--- src/rtl/simd_wb_decode_pkg.sv ---
// rtl/simd_wb_decode_pkg.sv - shared constants and types for the SIMD writeback decode pipe
// Purpose: instruction format codes, decode-table opcode constants, destination
//   override encodings and the decoded-enable struct shared by the LUT and the top.
// Ports: none (package).
package simd_wb_decode_pkg;

  localparam int FMT_W  = 8;
  localparam int OP_W   = 12;
  localparam int DEST_W = 12;

  // Format codes carried in instruction bits [31:24]
  localparam logic [FMT_W-1:0] FMT_VOP1  = 8'h01;
  localparam logic [FMT_W-1:0] FMT_VOP2  = 8'h02;
  localparam logic [FMT_W-1:0] FMT_VOPC  = 8'h04;
  localparam logic [FMT_W-1:0] FMT_VOP3A = 8'h08;

  // VOP1
  localparam logic [OP_W-1:0] OP_VOP1_MOV     = 12'h001;
  // VOP2 plain vector writers
  localparam logic [OP_W-1:0] OP_VOP2_000     = 12'h000;
  localparam logic [OP_W-1:0] OP_VOP2_009     = 12'h009;
  localparam logic [OP_W-1:0] OP_VOP2_012     = 12'h012;
  localparam logic [OP_W-1:0] OP_VOP2_013     = 12'h013;
  localparam logic [OP_W-1:0] OP_VOP2_014     = 12'h014;
  localparam logic [OP_W-1:0] OP_VOP2_016     = 12'h016;
  localparam logic [OP_W-1:0] OP_VOP2_018     = 12'h018;
  localparam logic [OP_W-1:0] OP_VOP2_01A     = 12'h01A;
  localparam logic [OP_W-1:0] OP_VOP2_01B     = 12'h01B;
  localparam logic [OP_W-1:0] OP_VOP2_01C     = 12'h01C;
  // VOP2 carry-out ops write VCC and VGPR
  localparam logic [OP_W-1:0] OP_VOP2_CARRY_LO = 12'h025;
  localparam logic [OP_W-1:0] OP_VOP2_CARRY_HI = 12'h028;
  // Compare ranges, shared by VOPC and VOP3A
  localparam logic [OP_W-1:0] OP_CMP_A_LO     = 12'h080;
  localparam logic [OP_W-1:0] OP_CMP_A_HI     = 12'h087;
  localparam logic [OP_W-1:0] OP_CMP_B_LO     = 12'h0C0;
  localparam logic [OP_W-1:0] OP_CMP_B_HI     = 12'h0C7;
  // VOP3A vector writers
  localparam logic [OP_W-1:0] OP_VOP3_109     = 12'h109;
  localparam logic [OP_W-1:0] OP_VOP3_113     = 12'h113;
  localparam logic [OP_W-1:0] OP_VOP3_114     = 12'h114;
  localparam logic [OP_W-1:0] OP_VOP3_11B     = 12'h11B;
  localparam logic [OP_W-1:0] OP_VOP3_R1_LO   = 12'h148;
  localparam logic [OP_W-1:0] OP_VOP3_R1_HI   = 12'h14A;
  localparam logic [OP_W-1:0] OP_VOP3_R2_LO   = 12'h169;
  localparam logic [OP_W-1:0] OP_VOP3_R2_HI   = 12'h16B;

  // VOP3A scalar destination overrides
  localparam logic [DEST_W-1:0] DEST_VCC         = 12'hE01;
  localparam logic [2:0]        DEST_SGPR_PREFIX = 3'b110;

  typedef struct packed {
    logic vcc;
    logic vgpr;
    logic sgpr;
    logic illegal;
  } wb_dec_t;

  localparam int WB_DEC_W = $bits(wb_dec_t);

endpackage

--- src/rtl/simd_wb_decode_lut.sv ---
// rtl/simd_wb_decode_lut.sv - combinational write-enable decode table with VOP3A dest override
// Purpose: maps {format, opcode} to {vcc, vgpr, sgpr, illegal}; unlisted opcodes
//   give all-zero enables with illegal set.
// Ports:
//   fmt            in  8   instruction format field
//   op             in  12  opcode field
//   sgpr_dest_addr in  12  scalar destination encoding (VOP3A override)
//   dec            out     decoded enables + illegal flag
module simd_wb_decode_lut
  import simd_wb_decode_pkg::*;
(
  input  logic [FMT_W-1:0]  fmt,
  input  logic [OP_W-1:0]   op,
  input  logic [DEST_W-1:0] sgpr_dest_addr,
  output wb_dec_t           dec
);

  logic       hit;
  logic [2:0] en;  // {vcc, vgpr, sgpr}
  logic       is_cmp;

  assign is_cmp = (op inside {[OP_CMP_A_LO:OP_CMP_A_HI], [OP_CMP_B_LO:OP_CMP_B_HI]});

  always_comb begin
    hit = 1'b0;
    en  = 3'b000;
    dec = '0;
    case (fmt)
      FMT_VOP1: begin
        if (op == OP_VOP1_MOV) begin hit = 1'b1; en = 3'b010; end
      end
      FMT_VOP2: begin
        if (op inside {OP_VOP2_000, OP_VOP2_009, OP_VOP2_012, OP_VOP2_013, OP_VOP2_014,
                       OP_VOP2_016, OP_VOP2_018, OP_VOP2_01A, OP_VOP2_01B, OP_VOP2_01C}) begin
          hit = 1'b1; en = 3'b010;
        end else if (op inside {[OP_VOP2_CARRY_LO:OP_VOP2_CARRY_HI]}) begin
          hit = 1'b1; en = 3'b110;
        end
      end
      FMT_VOPC: begin
        if (is_cmp) begin hit = 1'b1; en = 3'b100; end
      end
      FMT_VOP3A: begin
        if (is_cmp) begin
          hit = 1'b1; en = 3'b101;
        end else if (op inside {OP_VOP3_109, OP_VOP3_113, OP_VOP3_114, OP_VOP3_11B,
                                [OP_VOP3_R1_LO:OP_VOP3_R1_HI], [OP_VOP3_R2_LO:OP_VOP3_R2_HI]}) begin
          hit = 1'b1; en = 3'b010;
        end
      end
      default: ;
    endcase

    if (!hit) begin
      dec.illegal = 1'b1;
    end else begin
      dec.vcc  = en[2];
      dec.vgpr = en[1];
      dec.sgpr = en[0];
      // VOP3A scalar result goes to VCC or an SGPR depending on the dest encoding
      if (fmt == FMT_VOP3A) begin
        if (sgpr_dest_addr == DEST_VCC) begin
          dec.vcc  = 1'b1;
          dec.sgpr = 1'b0;
        end else if (sgpr_dest_addr[11:9] == DEST_SGPR_PREFIX) begin
          dec.vcc  = 1'b0;
          dec.sgpr = 1'b1;
        end
      end
    end
  end

endmodule

--- src/rtl/simd_wb_decode_pipe.sv ---
// rtl/simd_wb_decode_pipe.sv - pipelined SIMD writeback decoder with result FIFO, flush and illegal counter
// Purpose: accepts one instruction per cycle, decodes write enables, queues
//   {enables, illegal, wfid, dest} toward writeback.
// Optional feature macro: SIMD_WB_ILLEGAL_CNT_EN (builds the saturating illegal counter).
// Ports:
//   clk, rst (async active-low)
//   in_valid/in_ready, in_opcode[31:0], in_sgpr_dest_addr[11:0], in_wfid, in_flush
//   out_valid/out_ready, out_vcc_wr_en, out_vgpr_wr_en, out_sgpr_wr_en, out_illegal,
//   out_wfid, out_sgpr_dest_addr, out_count (occupancy), illegal_cnt
module simd_wb_decode_pipe
  import simd_wb_decode_pkg::*;
#(
  parameter int WFID_W     = 6,
  parameter int FIFO_DEPTH = 4,
  parameter int CNT_W      = 16
) (
  input  logic                          clk,
  input  logic                          rst,
  input  logic                          in_valid,
  output logic                          in_ready,
  input  logic [31:0]                   in_opcode,
  input  logic [DEST_W-1:0]             in_sgpr_dest_addr,
  input  logic [WFID_W-1:0]             in_wfid,
  input  logic                          in_flush,
  output logic                          out_valid,
  input  logic                          out_ready,
  output logic                          out_vcc_wr_en,
  output logic                          out_vgpr_wr_en,
  output logic                          out_sgpr_wr_en,
  output logic                          out_illegal,
  output logic [WFID_W-1:0]             out_wfid,
  output logic [DEST_W-1:0]             out_sgpr_dest_addr,
  output logic [$clog2(FIFO_DEPTH):0]   out_count,
  output logic [CNT_W-1:0]              illegal_cnt
);

  localparam int PTR_W = $clog2(FIFO_DEPTH);
  localparam int OCC_W = PTR_W + 1;

  wb_dec_t lut_dec;
  logic    unused_opcode_bits;

  assign unused_opcode_bits = ^in_opcode[23:12];

  simd_wb_decode_lut u_lut (
    .fmt            (in_opcode[31:24]),
    .op             (in_opcode[11:0]),
    .sgpr_dest_addr (in_sgpr_dest_addr),
    .dec            (lut_dec)
  );

  logic [OCC_W-1:0] count_q, count_d;
  logic [PTR_W-1:0] wr_ptr_q, wr_ptr_d, rd_ptr_q, rd_ptr_d;
  logic             accept, push, pop;

  wb_dec_t           dec_mem_q  [FIFO_DEPTH];
  logic [WFID_W-1:0] wfid_mem_q [FIFO_DEPTH];
  logic [DEST_W-1:0] dest_mem_q [FIFO_DEPTH];

  // in_ready depends only on registered occupancy, never on out_ready
  assign in_ready  = (count_q != OCC_W'(FIFO_DEPTH));
  assign out_valid = (count_q != '0);
  assign accept    = in_valid & in_ready;
  // Flush drops both the same-cycle push and pop
  assign push      = accept & ~in_flush;
  assign pop       = out_valid & out_ready & ~in_flush;

  always_comb begin
    count_d  = count_q;
    wr_ptr_d = wr_ptr_q;
    rd_ptr_d = rd_ptr_q;
    if (in_flush) begin
      count_d  = '0;
      wr_ptr_d = '0;
      rd_ptr_d = '0;
    end else begin
      if (push) wr_ptr_d = wr_ptr_q + PTR_W'(1);
      if (pop)  rd_ptr_d = rd_ptr_q + PTR_W'(1);
      case ({push, pop})
        2'b10:   count_d = count_q + OCC_W'(1);
        2'b01:   count_d = count_q - OCC_W'(1);
        default: count_d = count_q;
      endcase
    end
  end

  always_ff @(posedge clk or negedge rst) begin
    if (!rst) begin
      count_q  <= '0;
      wr_ptr_q <= '0;
      rd_ptr_q <= '0;
    end else begin
      count_q  <= count_d;
      wr_ptr_q <= wr_ptr_d;
      rd_ptr_q <= rd_ptr_d;
    end
  end

  // Storage needs no reset: head fields are masked by out_valid
  always_ff @(posedge clk) begin
    if (push) begin
      dec_mem_q[wr_ptr_q]  <= lut_dec;
      wfid_mem_q[wr_ptr_q] <= in_wfid;
      dest_mem_q[wr_ptr_q] <= in_sgpr_dest_addr;
    end
  end

  wb_dec_t head_dec;
  assign head_dec = dec_mem_q[rd_ptr_q];

  assign out_vcc_wr_en      = out_valid & head_dec.vcc;
  assign out_vgpr_wr_en     = out_valid & head_dec.vgpr;
  assign out_sgpr_wr_en     = out_valid & head_dec.sgpr;
  assign out_illegal        = out_valid & head_dec.illegal;
  assign out_wfid           = out_valid ? wfid_mem_q[rd_ptr_q] : '0;
  assign out_sgpr_dest_addr = out_valid ? dest_mem_q[rd_ptr_q] : '0;
  assign out_count          = count_q;

`ifdef SIMD_WB_ILLEGAL_CNT_EN
  logic [CNT_W-1:0] illegal_cnt_q, illegal_cnt_d;

  // Counts on the handshake itself, so a flushed illegal instruction still counts
  always_comb begin
    illegal_cnt_d = illegal_cnt_q;
    if (accept && lut_dec.illegal && (illegal_cnt_q != '1))
      illegal_cnt_d = illegal_cnt_q + CNT_W'(1);
  end

  always_ff @(posedge clk or negedge rst) begin
    if (!rst) illegal_cnt_q <= '0;
    else      illegal_cnt_q <= illegal_cnt_d;
  end

  assign illegal_cnt = illegal_cnt_q;
`else
  assign illegal_cnt = '0;
`endif

endmodule

--- config.mk ---
export PLATFORM = sky130hd
export DESIGN_NAME = simd_wb_decode_pipe
export DESIGN_NICKNAME = d
export VERILOG_FILES = /design/src/rtl/simd_wb_decode_pkg.sv /design/src/rtl/simd_wb_decode_lut.sv /design/src/rtl/simd_wb_decode_pipe.sv
export SDC_FILE = /design/constraint.sdc
export NUM_CORES = 1
export LEC_CHECK = 0
export ABC_CLOCK_PERIOD_IN_PS = 3100
export CAP_MARGIN = 5
export CORE_ASPECT_RATIO = 2
export CORE_UTILIZATION = 52
export CTS_BUF_LIST = sky130_fd_sc_hd__clkbuf_2
export CTS_CLUSTER_DIAMETER = 200
export DETAILED_ROUTE_END_ITERATION = 8
export GPL_ROUTABILITY_DRIVEN = 0
export MAX_ROUTING_LAYER = met4
export PLACE_DENSITY = 0.88
export SKIP_LAST_GASP = 1
export SLEW_MARGIN = 20
export SYNTH_ARGS = -nofsm -noshare
export SYNTH_HDL_FRONTEND = slang
export SYNTH_SLANG_ARGS = --single-unit
--- constraint.sdc ---
create_clock -name clk -period 3.1 [get_ports clk]
set_clock_uncertainty 0.1 [all_clocks]
set_input_delay 0.465 -clock clk [delete_from_list [all_inputs] [get_ports clk]]
set_output_delay 0.465 -clock clk [all_outputs]
set_load 0.01 [all_outputs]
==> impl_metrics.py <==
metrics = {
    "run_status": {
        "status": "completed",
    },
    "synthesis": {
        "synthFlopType": "edfxtp_1",
        "synth_cell_types": 46,
        "ys_ff_latch": 95,
        "synth-edff-count": 88,
        "async_flop_share": 0.07368,
        "synth_largest_area_cell": "edfxtp_1",
        "synth_area_um2": 4332,
        "ys_top_cells_by_area": "edfxtp_1 61%, mux4_2 11%, dfrtp_1 4.0%, and2_1 3.8%, buf_4 2.8%",
        "syn_inst": 272,
        "ys.warnings.count": 0,
        "netlist.area_leader.share": 0.6101,
        "ys_seq_area_frac": 0.6505,
        "synth.avg_cell_area_um2": 15.93,
    },
    "clock_tree": {
        "clk_pin_slew_ns": 0.21,
        "clk_latency_ns": 0.51,
        "cts_buffer_depth": 2,
        "cts_sinks": 95,
        "cts-buffers-inserted": 9,
        "htreeDepth": 3,
        "clock-root-buffer": "clkbuf_2",
        "cts_tree": "built",
    },
    "timing": {
        "final_hold_viol_count": 0,
        "fin_crit_ns": 2.925,
        "rsz0062_at_grt": "no",
        "slew_violations": 0,
        "final.period_utilization": 0.9436,
        "max_freq_mhz": 341.9,
        "hold_slack_ns": 0.07311,
        "setup_viol": 0,
    },
    "final_layout": {
        "final_cell_mix": "88 x edfxtp_1, 69 x clkdlybuf4s50_1, 26 x and2_1",
        "drive_gt1_frac": 0.1400,
        "area_delta_synth_final_pct": 20.68,
        "n_fill_cell": 570,
        "stdcell_count": 447,
        "final_common_cell": "edfxtp_1",
        "final_area_um2": 5228,
        "nNetsFinal": 407,
    },
    "route": {
        "drtIter0Drc": 124,
        "vias": 2543,
        "firstDrtPassIters": 4,
        "routed_wl_mm": 7.945,
        "drc_errors": 0,
        "viasPerCell": 5.689,
        "ant_nets": 0,
        "wl_per_cell_um": 17.77,
    },
    "place": {
        "place_inst": 432,
        "port_buffers": 69,
        "dpl.hpwl_mm": 5.553,
        "place_area_um2": 5091,
    },
    "critical_path": {
        "worstSetupPathType": "flop to output port",
        "crit_required_ns": 2.53,
        "endpoint_kind": "output port",
        "crit_family": "buffers and inverters",
        "worst_setup_path_start_kind": "flop",
        "crit_chain": "buf_12 -> mux4_2 -> and2_1 -> clkdlybuf4s50_1",
        "arrival_ns": 2.36,
        "path_max_fanout": 24,
        "max_stage_delay_ns": 0.51,
        "crit_slowest_cell": "mux4_2",
        "rr_worst_depth": 9,
        "cp_num_cells": 4,
        "crit_buf_inv": 2,
    },
    "pwr": {
        "p_sw_mw": 0.9495,
        "p_leak_nw": 1.757,
        "max-vdd-ir-drop_uv": 300.1,
        "clockPowerShare": 0.189,
        "p_int_mw": 2.422,
        "switching_share": 0.2816,
        "share_seq_of_total_power": 0.451,
        "comb_power_share": 0.360,
        "power_density_nw_per_um2": 645.0,
    },
    "floorplan": {
        "rows": 46,
        "io_pins": 98,
        "die_w_um": 66.54,
        "die_area_um2": 8721,
        "core_region_area_um2": 8000,
        "die_y_um": 131.1,
        "start_util": 0.5414,
    },
    "global_routing": {
        "grt_antenna_before_repair": 1,
        "grt_pass1_wl_mm": 12.62,
        "track_usage": 0.2121,
        "grt_pass1_vias": 2570,
        "grt.overflow.total": 0,
        "grt_max_degree": 25,
    },
    "worst_hold_path": {
        "hold_class": "input pin to asynchronous set/reset pin",
    },
    "run": {
        "maxCapViolations": 0,
    },
}
==> Yosys cell counts (2+ instances only) <==
master	n
edfxtp_1	88
and2_1	26
mux4_2	22
buf_4	16
nand2_1	12
nor2_1	9
clkbuf_1	7
dfrtp_1	7
a21oi_1	6
inv_1	6
nor4_1	6
xor2_1	5
ha_1	4
nand2b_1	4
nand3_1	4
nor3_1	4
nor4b_1	4
buf_2	3
nor2b_1	3
o21ai_0	3
a31oi_1	2
mux2i_1	2
nand3b_1	2
nand4_1	2
o21bai_1	2
o32ai_1	2
xnor2_1	2
==> through the flow <==
stage | worst slack [ns] | power, mW | util | TNS (ns)
floorplan | 0.8171 | 2.212 | - | 0
global placement | 0.1583 | 2.744 | 0.6364 | 0
detailed placement | -0.01194 | 2.767 | 0.6364 | -0.04765
CTS | 0.02939 | 3.399 | 0.6525 | 0
global route | 0.03372 | 3.547 | 0.6534 | 0
finish | 0.1748 | 3.372 | 0.6534 | 0
==> metal layers <==
| layer | vias to the layer above | global-route usage | share of wire | wire, um |
|---|---|---|---|---|
| met5 | - | - | 0 | 0 |
| met2 | 107 | 0.3613 | 0.57 | 4538 |
| met1 | 1255 | 0.2218 | 0.36 | 2843 |
| met4 | 0 | 0.1277 | 0.031 | 245 |
| met3 | 17 | 0.04152 | 0.040 | 318 |
| li1 | 1164 | - | - | - |
==> logic make-up (layout without fill, tap and decap cells) <==
group,after synthesis,after routing,synth area share
adder cells (fa/ha/maj),5,5,0.01618
flip-flops,95,95,0.6505
AO/OA/AOI/OAI,21,21,0.03206
XOR/XNOR,7,7,0.01415
multiplexers,24,24,0.1190
other,1,17,0.0008657
buffers and inverters,33,96,0.04506
AND/OR/NAND/NOR,86,86,0.1222
==> registers in the layout, indices dropped and copies added, names as in the netlist <==
name	cells
out_count	3
dec_mem_q	16
rd_ptr_q	2
wr_ptr_q	2
wfid_mem_q	24
dest_mem_q	48
==> final timing paths <==
check                                   end          from  slack [ns]
setup / recovery              out_vcc_wr_en   rd_ptr_q[0]        0.17
max in group asynchronous      out_count[2]           rst        2.59
min in group clk           wfid_mem_q[3][1]    in_wfid[1]        0.44
hold reg to reg                 wr_ptr_q[1]   wr_ptr_q[1]        0.51
hold / removal                  wr_ptr_q[1]           rst        0.07
setup reg to reg               out_count[2]  out_count[1]        0.72
==> power by group through the flow <==
stage                     Sequential, mW  Clock, mW  Combinational [mW]
after floorplan                     1.55          0               0.667
after global placement              1.54          0                1.20
after detailed placement            1.55          0                1.22
after CTS                           1.52      0.657                1.22
after global routing                1.53      0.703                1.31
final                               1.52      0.639                1.21
==> worst reg2reg max path: stages (launching register included) <==
cell and delay [ns]:
dfrtp_1 0.49, or3_4 0.45, nand2_1 0.16, a211oi_1 0.08
fa_1 0.44, nor3_1 0.20, nand2_1 0.08, a21oi_1 0.15
a31oi_1 0.05, a21oi_1 0.14
==> repair_timing <==
| item | CTS | global route |
|---|---|---|
| hold buffers | 0 | 0 |
| resized for setup | 0 | 1 |
| setup buffers | 0 | 0 |
| endpoints found under the setup margin | 0 | 10 |
==> final cells by class <==
type / instances / area, um2 / share of cell area
antenna: 1 / 2.502 / 0.0004787
clock buffer: 9 / 45.04 / 0.008617
multi-input combinational: 159 / 1380 / 0.2640
clock inverter: 5 / 83.83 / 0.01604
inverter: 6 / 22.52 / 0.004308
tap: 96 / 120.1 / 0.02298
sequential: 95 / 2818 / 0.5390
timing repair buffer: 76 / 755.7 / 0.1446
No activity file was read; power rests on OpenSTA's default activity.
